File: config.mk
export PLATFORM = sky130hd
export DESIGN_NAME = memory_bank_stack_selector_flat
export DESIGN_NICKNAME = d
export VERILOG_FILES = /design/src/rtl/memory_bank_stack_selector_pkg.sv /design/src/rtl/memory_bank_stack_selector_if.sv /design/src/rtl/memory_bank_stack_selector_bank_lifo.sv /design/src/rtl/memory_bank_stack_selector.sv /design/src/flat_wrapper.sv
export SDC_FILE = /design/constraint.sdc
export NUM_CORES = 1
export LEC_CHECK = 0
export ABC_AREA = 1
export CORE_MARGIN = 2
export CORE_UTILIZATION = 56
export CTS_CLUSTER_SIZE = 28
export DETAILED_ROUTE_END_ITERATION = 10
export DONT_BUFFER_PORTS = 1
export GPL_TIMING_DRIVEN = 0
export PLACE_DENSITY = 0.76
export SLEW_MARGIN = 20
export SYNTH_ARGS = -nofsm -noshare
export SYNTH_HDL_FRONTEND = slang
export SYNTH_SLANG_ARGS = --single-unit
File: constraint.sdc
create_clock -name clk -period 2.2 [get_ports clk]
set_clock_uncertainty 0.2 [all_clocks]
set_input_delay 0.55 -clock clk [delete_from_list [all_inputs] [get_ports clk]]
set_output_delay 0.55 -clock clk [all_outputs]
set_load 0.02 [all_outputs]
File: src/rtl/memory_bank_stack_selector_pkg.sv
// Shared defaults and types for the memory bank stack selector.
// Provides the default geometry, the bank index type and the reset bank.
package memory_bank_pkg;

    localparam int unsigned NUM_BANKS_DEF   = 4;
    localparam int unsigned BANK_W_DEF      = 2;
    localparam int unsigned STACK_DEPTH_DEF = 4;
    localparam int unsigned CNT_W_DEF       = 3;

    typedef logic [BANK_W_DEF-1:0] bank_t;

    localparam bank_t RESET_BANK = '0;

endpackage

File: src/rtl/memory_bank_stack_selector_if.sv
// Request/status bundle of the memory bank stack selector.
// master drives write/push/pop/clear requests; slave returns bank, depth, flags.
interface memory_bank_stack_selector_if #(
    parameter int unsigned BANK_W = 2,
    parameter int unsigned CNT_W  = 3
);

    logic              write_en;
    logic [BANK_W-1:0] in_data;
    logic              push_en;
    logic              pop_en;
    logic              clear_err;
    logic [BANK_W-1:0] out_data;
    logic [CNT_W-1:0]  depth;
    logic              full;
    logic              empty;
    logic              overflow;
    logic              underflow;
    logic              bad_bank;

    modport master (
        output write_en, in_data, push_en, pop_en, clear_err,
        input  out_data, depth, full, empty,
        input  overflow, underflow, bad_bank
    );

    modport slave (
        input  write_en, in_data, push_en, pop_en, clear_err,
        output out_data, depth, full, empty,
        output overflow, underflow, bad_bank
    );

endinterface

File: src/rtl/memory_bank_stack_selector_bank_lifo.sv
// LIFO of saved bank indices with a saturating depth counter.
// Ports: clk, rst_n, push/pop, din, top (entry at depth-1), depth, full, empty.
module bank_lifo #(
    parameter int unsigned W     = 2,
    parameter int unsigned DEPTH = 4,
    parameter int unsigned CNT_W = 3
) (
    input  logic             clk,
    input  logic             rst_n,
    input  logic             push,
    input  logic             pop,
    input  logic [W-1:0]     din,
    output logic [W-1:0]     top,
    output logic [CNT_W-1:0] depth,
    output logic             full,
    output logic             empty
);

    localparam int unsigned AW = (DEPTH > 1) ? $clog2(DEPTH) : 1;

    logic [W-1:0]     mem_q [DEPTH];
    logic [W-1:0]     mem_d [DEPTH];
    logic [CNT_W-1:0] depth_q;
    logic [CNT_W-1:0] depth_d;
    logic [CNT_W-1:0] rd_cnt;
    logic [AW-1:0]    wr_idx;
    logic [AW-1:0]    rd_idx;

    assign full   = (depth_q == CNT_W'(DEPTH));
    assign empty  = (depth_q == '0);
    assign depth  = depth_q;
    assign rd_cnt = depth_q - CNT_W'(1);
    assign wr_idx = depth_q[AW-1:0];
    assign rd_idx = rd_cnt[AW-1:0];
    assign top    = mem_q[rd_idx];

    // Guards keep depth inside 0..DEPTH even if the caller misbehaves.
    always_comb begin
        mem_d   = mem_q;
        depth_d = depth_q;
        if (push && !full) begin
            mem_d[wr_idx] = din;
            depth_d       = depth_q + CNT_W'(1);
        end else if (pop && !empty) begin
            depth_d = depth_q - CNT_W'(1);
        end
    end

    always_ff @(posedge clk or negedge rst_n) begin
        if (!rst_n) begin
            depth_q <= '0;
            for (int i = 0; i < int'(DEPTH); i++) begin
                mem_q[i] <= '0;
            end
        end else begin
            depth_q <= depth_d;
            mem_q   <= mem_d;
        end
    end

endmodule

File: src/rtl/memory_bank_stack_selector.sv
// Current memory bank register with a save/restore stack and sticky errors.
// Ports: clk, rst_n, bus (slave: requests in; bank, depth, full/empty, flags out).
module memory_bank_stack_selector
    import memory_bank_pkg::*;
#(
    parameter int unsigned NUM_BANKS   = NUM_BANKS_DEF,
    parameter int unsigned BANK_W      = BANK_W_DEF,
    parameter int unsigned STACK_DEPTH = STACK_DEPTH_DEF,
    parameter int unsigned CNT_W       = CNT_W_DEF
) (
    input  logic                        clk,
    input  logic                        rst_n,
    memory_bank_stack_selector_if.slave bus
);

    logic [BANK_W-1:0] cur_q;
    logic [BANK_W-1:0] cur_d;
    logic              overflow_q, overflow_d;
    logic              underflow_q, underflow_d;
    logic              bad_bank_q, bad_bank_d;

    logic              push_req, pop_req;
    logic              push_ok, pop_ok;
    logic              wr_valid, wr_bad;
    logic [BANK_W-1:0] lifo_top;
    logic [CNT_W-1:0]  lifo_depth;
    logic              lifo_full, lifo_empty;

    bank_lifo #(
        .W     (BANK_W),
        .DEPTH (STACK_DEPTH),
        .CNT_W (CNT_W)
    ) u_lifo (
        .clk   (clk),
        .rst_n (rst_n),
        .push  (push_ok),
        .pop   (pop_ok),
        .din   (cur_q),
        .top   (lifo_top),
        .depth (lifo_depth),
        .full  (lifo_full),
        .empty (lifo_empty)
    );

    always_comb begin
        // Simultaneous push and pop cancel: no stack op, no error.
        push_req = bus.push_en & ~bus.pop_en;
        pop_req  = bus.pop_en & ~bus.push_en;
        push_ok  = push_req & ~lifo_full;
        pop_ok   = pop_req & ~lifo_empty;
        wr_valid = bus.write_en & (32'(bus.in_data) < NUM_BANKS);
        // A successful pop swallows the write, including its range check.
        wr_bad   = bus.write_en & ~wr_valid & ~pop_ok;

        cur_d = cur_q;
        if (pop_ok) begin
            cur_d = lifo_top;
        end else if (wr_valid) begin
            cur_d = bus.in_data;
        end

        // New errors win over clear_err in the same cycle.
        overflow_d  = (overflow_q & ~bus.clear_err) | (push_req & lifo_full);
        underflow_d = (underflow_q & ~bus.clear_err) | (pop_req & lifo_empty);
        bad_bank_d  = (bad_bank_q & ~bus.clear_err) | wr_bad;
    end

    always_ff @(posedge clk or negedge rst_n) begin
        if (!rst_n) begin
            cur_q       <= BANK_W'(RESET_BANK);
            overflow_q  <= 1'b0;
            underflow_q <= 1'b0;
            bad_bank_q  <= 1'b0;
        end else begin
            cur_q       <= cur_d;
            overflow_q  <= overflow_d;
            underflow_q <= underflow_d;
            bad_bank_q  <= bad_bank_d;
        end
    end

    assign bus.out_data  = cur_q;
    assign bus.depth     = lifo_depth;
    assign bus.full      = lifo_full;
    assign bus.empty     = lifo_empty;
    assign bus.overflow  = overflow_q;
    assign bus.underflow = underflow_q;
    assign bus.bad_bank  = bad_bank_q;

endmodule

File: src/flat_wrapper.sv
// flat-port wrapper written by rule: the top's interface ports become plain ports
module memory_bank_stack_selector_flat import memory_bank_pkg::*;
#(
    parameter int unsigned NUM_BANKS   = NUM_BANKS_DEF,
    parameter int unsigned BANK_W      = BANK_W_DEF,
    parameter int unsigned STACK_DEPTH = STACK_DEPTH_DEF,
    parameter int unsigned CNT_W       = CNT_W_DEF
)
  (clk, rst_n, bus_write_en, bus_in_data, bus_push_en, bus_pop_en, bus_clear_err, bus_out_data, bus_depth, bus_full, bus_empty, bus_overflow, bus_underflow, bus_bad_bank);
  memory_bank_stack_selector_if #(.BANK_W(BANK_W), .CNT_W(CNT_W)) bus_i ();
  input  logic clk;
  input  logic rst_n;
  input wire logic [$bits(bus_i.write_en)-1:0] bus_write_en;
  input wire logic [$bits(bus_i.in_data)-1:0] bus_in_data;
  input wire logic [$bits(bus_i.push_en)-1:0] bus_push_en;
  input wire logic [$bits(bus_i.pop_en)-1:0] bus_pop_en;
  input wire logic [$bits(bus_i.clear_err)-1:0] bus_clear_err;
  output wire logic [$bits(bus_i.out_data)-1:0] bus_out_data;
  output wire logic [$bits(bus_i.depth)-1:0] bus_depth;
  output wire logic [$bits(bus_i.full)-1:0] bus_full;
  output wire logic [$bits(bus_i.empty)-1:0] bus_empty;
  output wire logic [$bits(bus_i.overflow)-1:0] bus_overflow;
  output wire logic [$bits(bus_i.underflow)-1:0] bus_underflow;
  output wire logic [$bits(bus_i.bad_bank)-1:0] bus_bad_bank;
  assign bus_i.write_en = bus_write_en;
  assign bus_i.in_data = bus_in_data;
  assign bus_i.push_en = bus_push_en;
  assign bus_i.pop_en = bus_pop_en;
  assign bus_i.clear_err = bus_clear_err;
  assign bus_out_data = bus_i.out_data;
  assign bus_depth = bus_i.depth;
  assign bus_full = bus_i.full;
  assign bus_empty = bus_i.empty;
  assign bus_overflow = bus_i.overflow;
  assign bus_underflow = bus_i.underflow;
  assign bus_bad_bank = bus_i.bad_bank;
  memory_bank_stack_selector #(.NUM_BANKS(NUM_BANKS), .BANK_W(BANK_W), .STACK_DEPTH(STACK_DEPTH), .CNT_W(CNT_W)) u_core (.clk(clk), .rst_n(rst_n), .bus(bus_i));
endmodule
* Word level (Yosys, flattened, before mapping)
Index checks and enable logic that the tools add are counted.
** Storage, ports and cells
- Register bits after elaboration :: 16
- Logic and storage cells :: 51
** Cells by class
- Add/subtract/negate cells :: 2
- $lt $le $gt $ge :: 3
- Eq/ne operators :: 1
- Muxes and demuxes :: 10
- Bitwise logic cells :: 18
- Reductions and logical operators :: 8
** Operators with widths (number)
- $mux 2 :: 5
- $and 1x1->1 :: 9
- $bwmux 8 :: 1
- $ge 3x3->1 const B :: 2
- $mux 3 :: 2
- $not 2->3 :: 2
- $not 1->1 :: 5
- $bmux 2 s2 :: 1
- $demux 2 s2 :: 1
- $reduce_bool 2->1 :: 2
- $add 3x1->3 const B :: 1
- $eq 3x3->1 const B :: 1
- $logic_and 1x1->1 :: 3
- $logic_not 3->1 :: 1
- $lt 3x1->1 const B :: 1
- $sub 3x1->3 const B :: 1
- $logic_not 1->1 :: 2
- $or 1x1->1 :: 2

* Longest topological paths before layout
- Depth after elaboration :: 6
- Mapped depth :: 9
- Mapped depth without buffers :: 9

* Hierarchy
Synthesis repeated with hierarchy kept, for this count alone.
** Unflattened totals
- Cell total of the unflattened synthesis :: 116
- Area, all modules :: 888.4 um2
** By module, submodules not included
- bank_lifo :: times used 1, cells an instance 81, area an instance 631.9 um2, sequential area each 275.3 um2
- memory_bank_stack_selector :: times used 1, cells an instance 35, area an instance 256.5 um2, sequential area each 125.1 um2

* Worst setup path after synthesis
No wires, ideal clock.
- Kind :: register -> output
- Start point :: register u_core.u_lifo.depth_q[0] (netlist: u_core.u_lifo.depth[0])
- End point :: output bus_empty
- Arrival time :: 1.366 ns
- Path slack :: 0.084 ns
- Stages on the path, launching flop included :: 5
- Buffers on the path :: 0
- Path through :: dfrtp_1 > inv_1 > ha_1 > inv_1 > nor2_1
** Between the ends
- Word-level cells in the longest chain between the ends :: 1
** Ends and longest elaborated chain
- from (decl) :: RTL line memory_bank_stack_selector_bank_lifo.sv:23 : logic [CNT_W-1:0] depth_q;
- from (signal assigned) :: RTL line memory_bank_stack_selector_bank_lifo.sv:56 : depth_q <= depth_d;
- $logic_not 3->1 :: RTL line memory_bank_stack_selector_bank_lifo.sv:30 : assign empty = (depth_q == '0);
- to (decl) :: RTL line flat_wrapper.sv:21 : output wire logic [$bits(bus_i.empty)-1:0] bus_empty;
No other way between the ends.

* Worst setup path in the final report
Ends and elaborated chain as after synthesis.

==> out/results.ini <==
[global_route]
grt_overflow=0
track_usage=0.208
antenna_found_initial=0
grt_pass1_wl_um=2970
grt_max_degree=17
grt_pass1_vias=735

[synth]
synth_ff_type=dfrtp_1
synth-edff-count=0
synth.most_common_cell=nand2_1
ys_warn_count=0
synthArstFlopShare=1.00
synth_common_cells=nand2_1, dfrtp_1, nand3_1
syn_area_um2=910
ys_seq_area_frac=0.440
netlist_instances=111
ys_types=15
synth_fp_nets=125
syn_avg_cell_area_um2=8.19
ys_ff_latch=16
synth.area.top_cells=dfrtp_1, nand2_1, ha_1
yosysTopAreaCellShare=0.440
yosysTopAreaCell=dfrtp_1

[setup_path]
end_kind=primary output
crit_family=flip-flops
crit_fanout=8
crit_arrival_ns=1.34
r2r-end=u_core.u_lifo.mem_q[4]
ff2ff_path_depth=8
critPathBufInv=2
worstSetupStartpointType=flip-flop
critPathSlowestCell=dfrtp_2
path_cells=inv_4 > ha_4 > inv_1 > nor2_4
required_ns=1.45
r2r-start=u_core.u_lifo.depth[1]
setup.worst_path.class=reg2out
r2r_slack_ns=0.47
slowest_delay_ns=0.52

[layout]
fin_util=0.667
instances_no_fill=133
antenna_cells=0
area_growth_pct=10.5
fin_nets=132
layout-drive-gt1-share=0.205

[power_and_ir_drop]
p_per_area_nw_per_um2=1400
cellLeakagePower_uw=0.000500
vdd_drop_max_mv=0.785

[floorplan]
io_pins=18
fp.dieW_um=44.3
die_area_um2=1960
core_area_um2=1510
start_util=0.604
rows=14
die_h_um=44.3

[detailed_routing]
drt_wl_total_um=1750
drt_iter0_drc=20
vias=704
drc_errors=0
postRouteAntennaNets=0
avgViaCountPerCell=5.29
dr.pass1.iters=4
avgRoutedWirePerCell_um=13.2

[run]
max_cap_viol_count=0

[place]
dp_hpwl_um=1310
numPlacedInstances=127
gp_congestion=0.814
numPortBuffers=0

[clocking]
root_buffer=clkbuf_4
cts_tree=done
clock_latency_ns=0.28
cts.clk_slew.worst_paths_ns=0.09
clock_path_buffers=2
cts_buffers=3
clock-sinks=16
cts_max_level=1

[sta]
rsz0062_at_grt=no
post-route-min-period_ns=2.09
fin_crit_sh=0.952
max_freq_mhz=478
finalMaxSlewViolations=0
hold_violations=0
whs_ns=0.144
slew_headroom=0.507
worst_slew_pin_slew_ns=0.738
setup_violations=0

[outcome]
status=finished, final reports clean

[min_path]
hp-start=bus_clear_err
min_path_type=in2reg
holdPathStages=1
holdPathEnd=u_core.bus.bad_bank

[cell usage in the layout (no fill, tap or decap), types with 2 or more instances in the layout]
cell type and instances:
o22ai_1 2, nand2_1 33, o21ai_1 8, inv_2 3, nand2_2 7, ha_1 5
dfrtp_1 14, clkbuf_4 3, inv_1 12, nand3_1 15, dfrtp_2 2, nor2_1 2
[report_power, final]
| group | switching, µW | internal [µW] | leakage [µW] |
|---|---|---|---|
| Combinational | 382 | 238 | 0.000276 |
| Clock | 88.5 | 101 | 0.0000210 |
| Sequential | 182 | 414 | 0.000203 |
| Total | 653 | 752 | 0.000500 |
[what timing repair did]
item	4_1_cts	5_1_grt
setup endpoints to repair	12	2
hold buffers	1	0
endpoints found under the hold margin	16	0
gates cloned	0	0
setup buffers	1	0
resized for setup	7	1
[per-layer routing]
metal / vias up / global-route usage / wire (µm) / share of wire
met5: - / 0 / 0 / 0
li1: 365 / - / - / -
met4: 0 / 0.0970 / 17 / 0.0097
met1: 314 / 0.273 / 791 / 0.45
met2: 21 / 0.341 / 850 / 0.49
met3: 4 / 0.0286 / 94 / 0.054
[layout make-up]
type,instances,area (µm²)
Fill cell,129,502
Tap cell,16,20.0
Timing Repair Buffer,2,13.8
Sequential cell,16,403
Multi-Input combinational cell,78,460
Clock buffer,4,36.3
Inverter,17,71.3
[through the flow]
stage / setup slack [ns] / total power (µW) / area, µm² / setup TNS [ns]
final: 0.106 / 1410 / 1000 / 0
after global routing: 0.0145 / 1540 / 1000 / 0
after CTS: 0.0184 / 1390 / 995 / 0
after detailed placement: -0.120 / 1140 / 930 / -0.250
after global placement: -0.0804 / 1120 / 930 / -0.0804
after floorplan: 0.0837 / 1030 / 910 / 0
[worst max-delay path by stage]
stage | depth (start not counted) | start | endpoint | slack (ns)
final | 4 | u_core.u_lifo.depth[0] | bus_empty | 0.11
after global placement | 4 | u_core.u_lifo.depth[0] | bus_empty | -0.08
after detailed placement | 4 | u_core.u_lifo.depth[0] | bus_empty | -0.12
after floorplan | 4 | u_core.u_lifo.depth[0] | bus_empty | 0.08
after global routing | 4 | u_core.u_lifo.depth[1] | bus_empty | 0.01
after CTS | 4 | u_core.u_lifo.depth[0] | bus_empty | 0.02
[kinds of logic after synthesis]
group,synth area share
adders and majority gates,0.0825
DFF,0.440
buffers and inverters,0.0757
and+or+nand+nor,0.344
AOI/OAI and AO/OA,0.0578
[state kept, by name, indices dropped and copies added, names as in the netlist]
signal	flops
u_core.u_lifo.mem_q	8
u_core.u_lifo.depth	3
u_core.bus.out_data	2
u_core.bus.bad_bank	1
u_core.bus.overflow	1
u_core.bus.underflow	1
(Power assumes the default switching activity.)
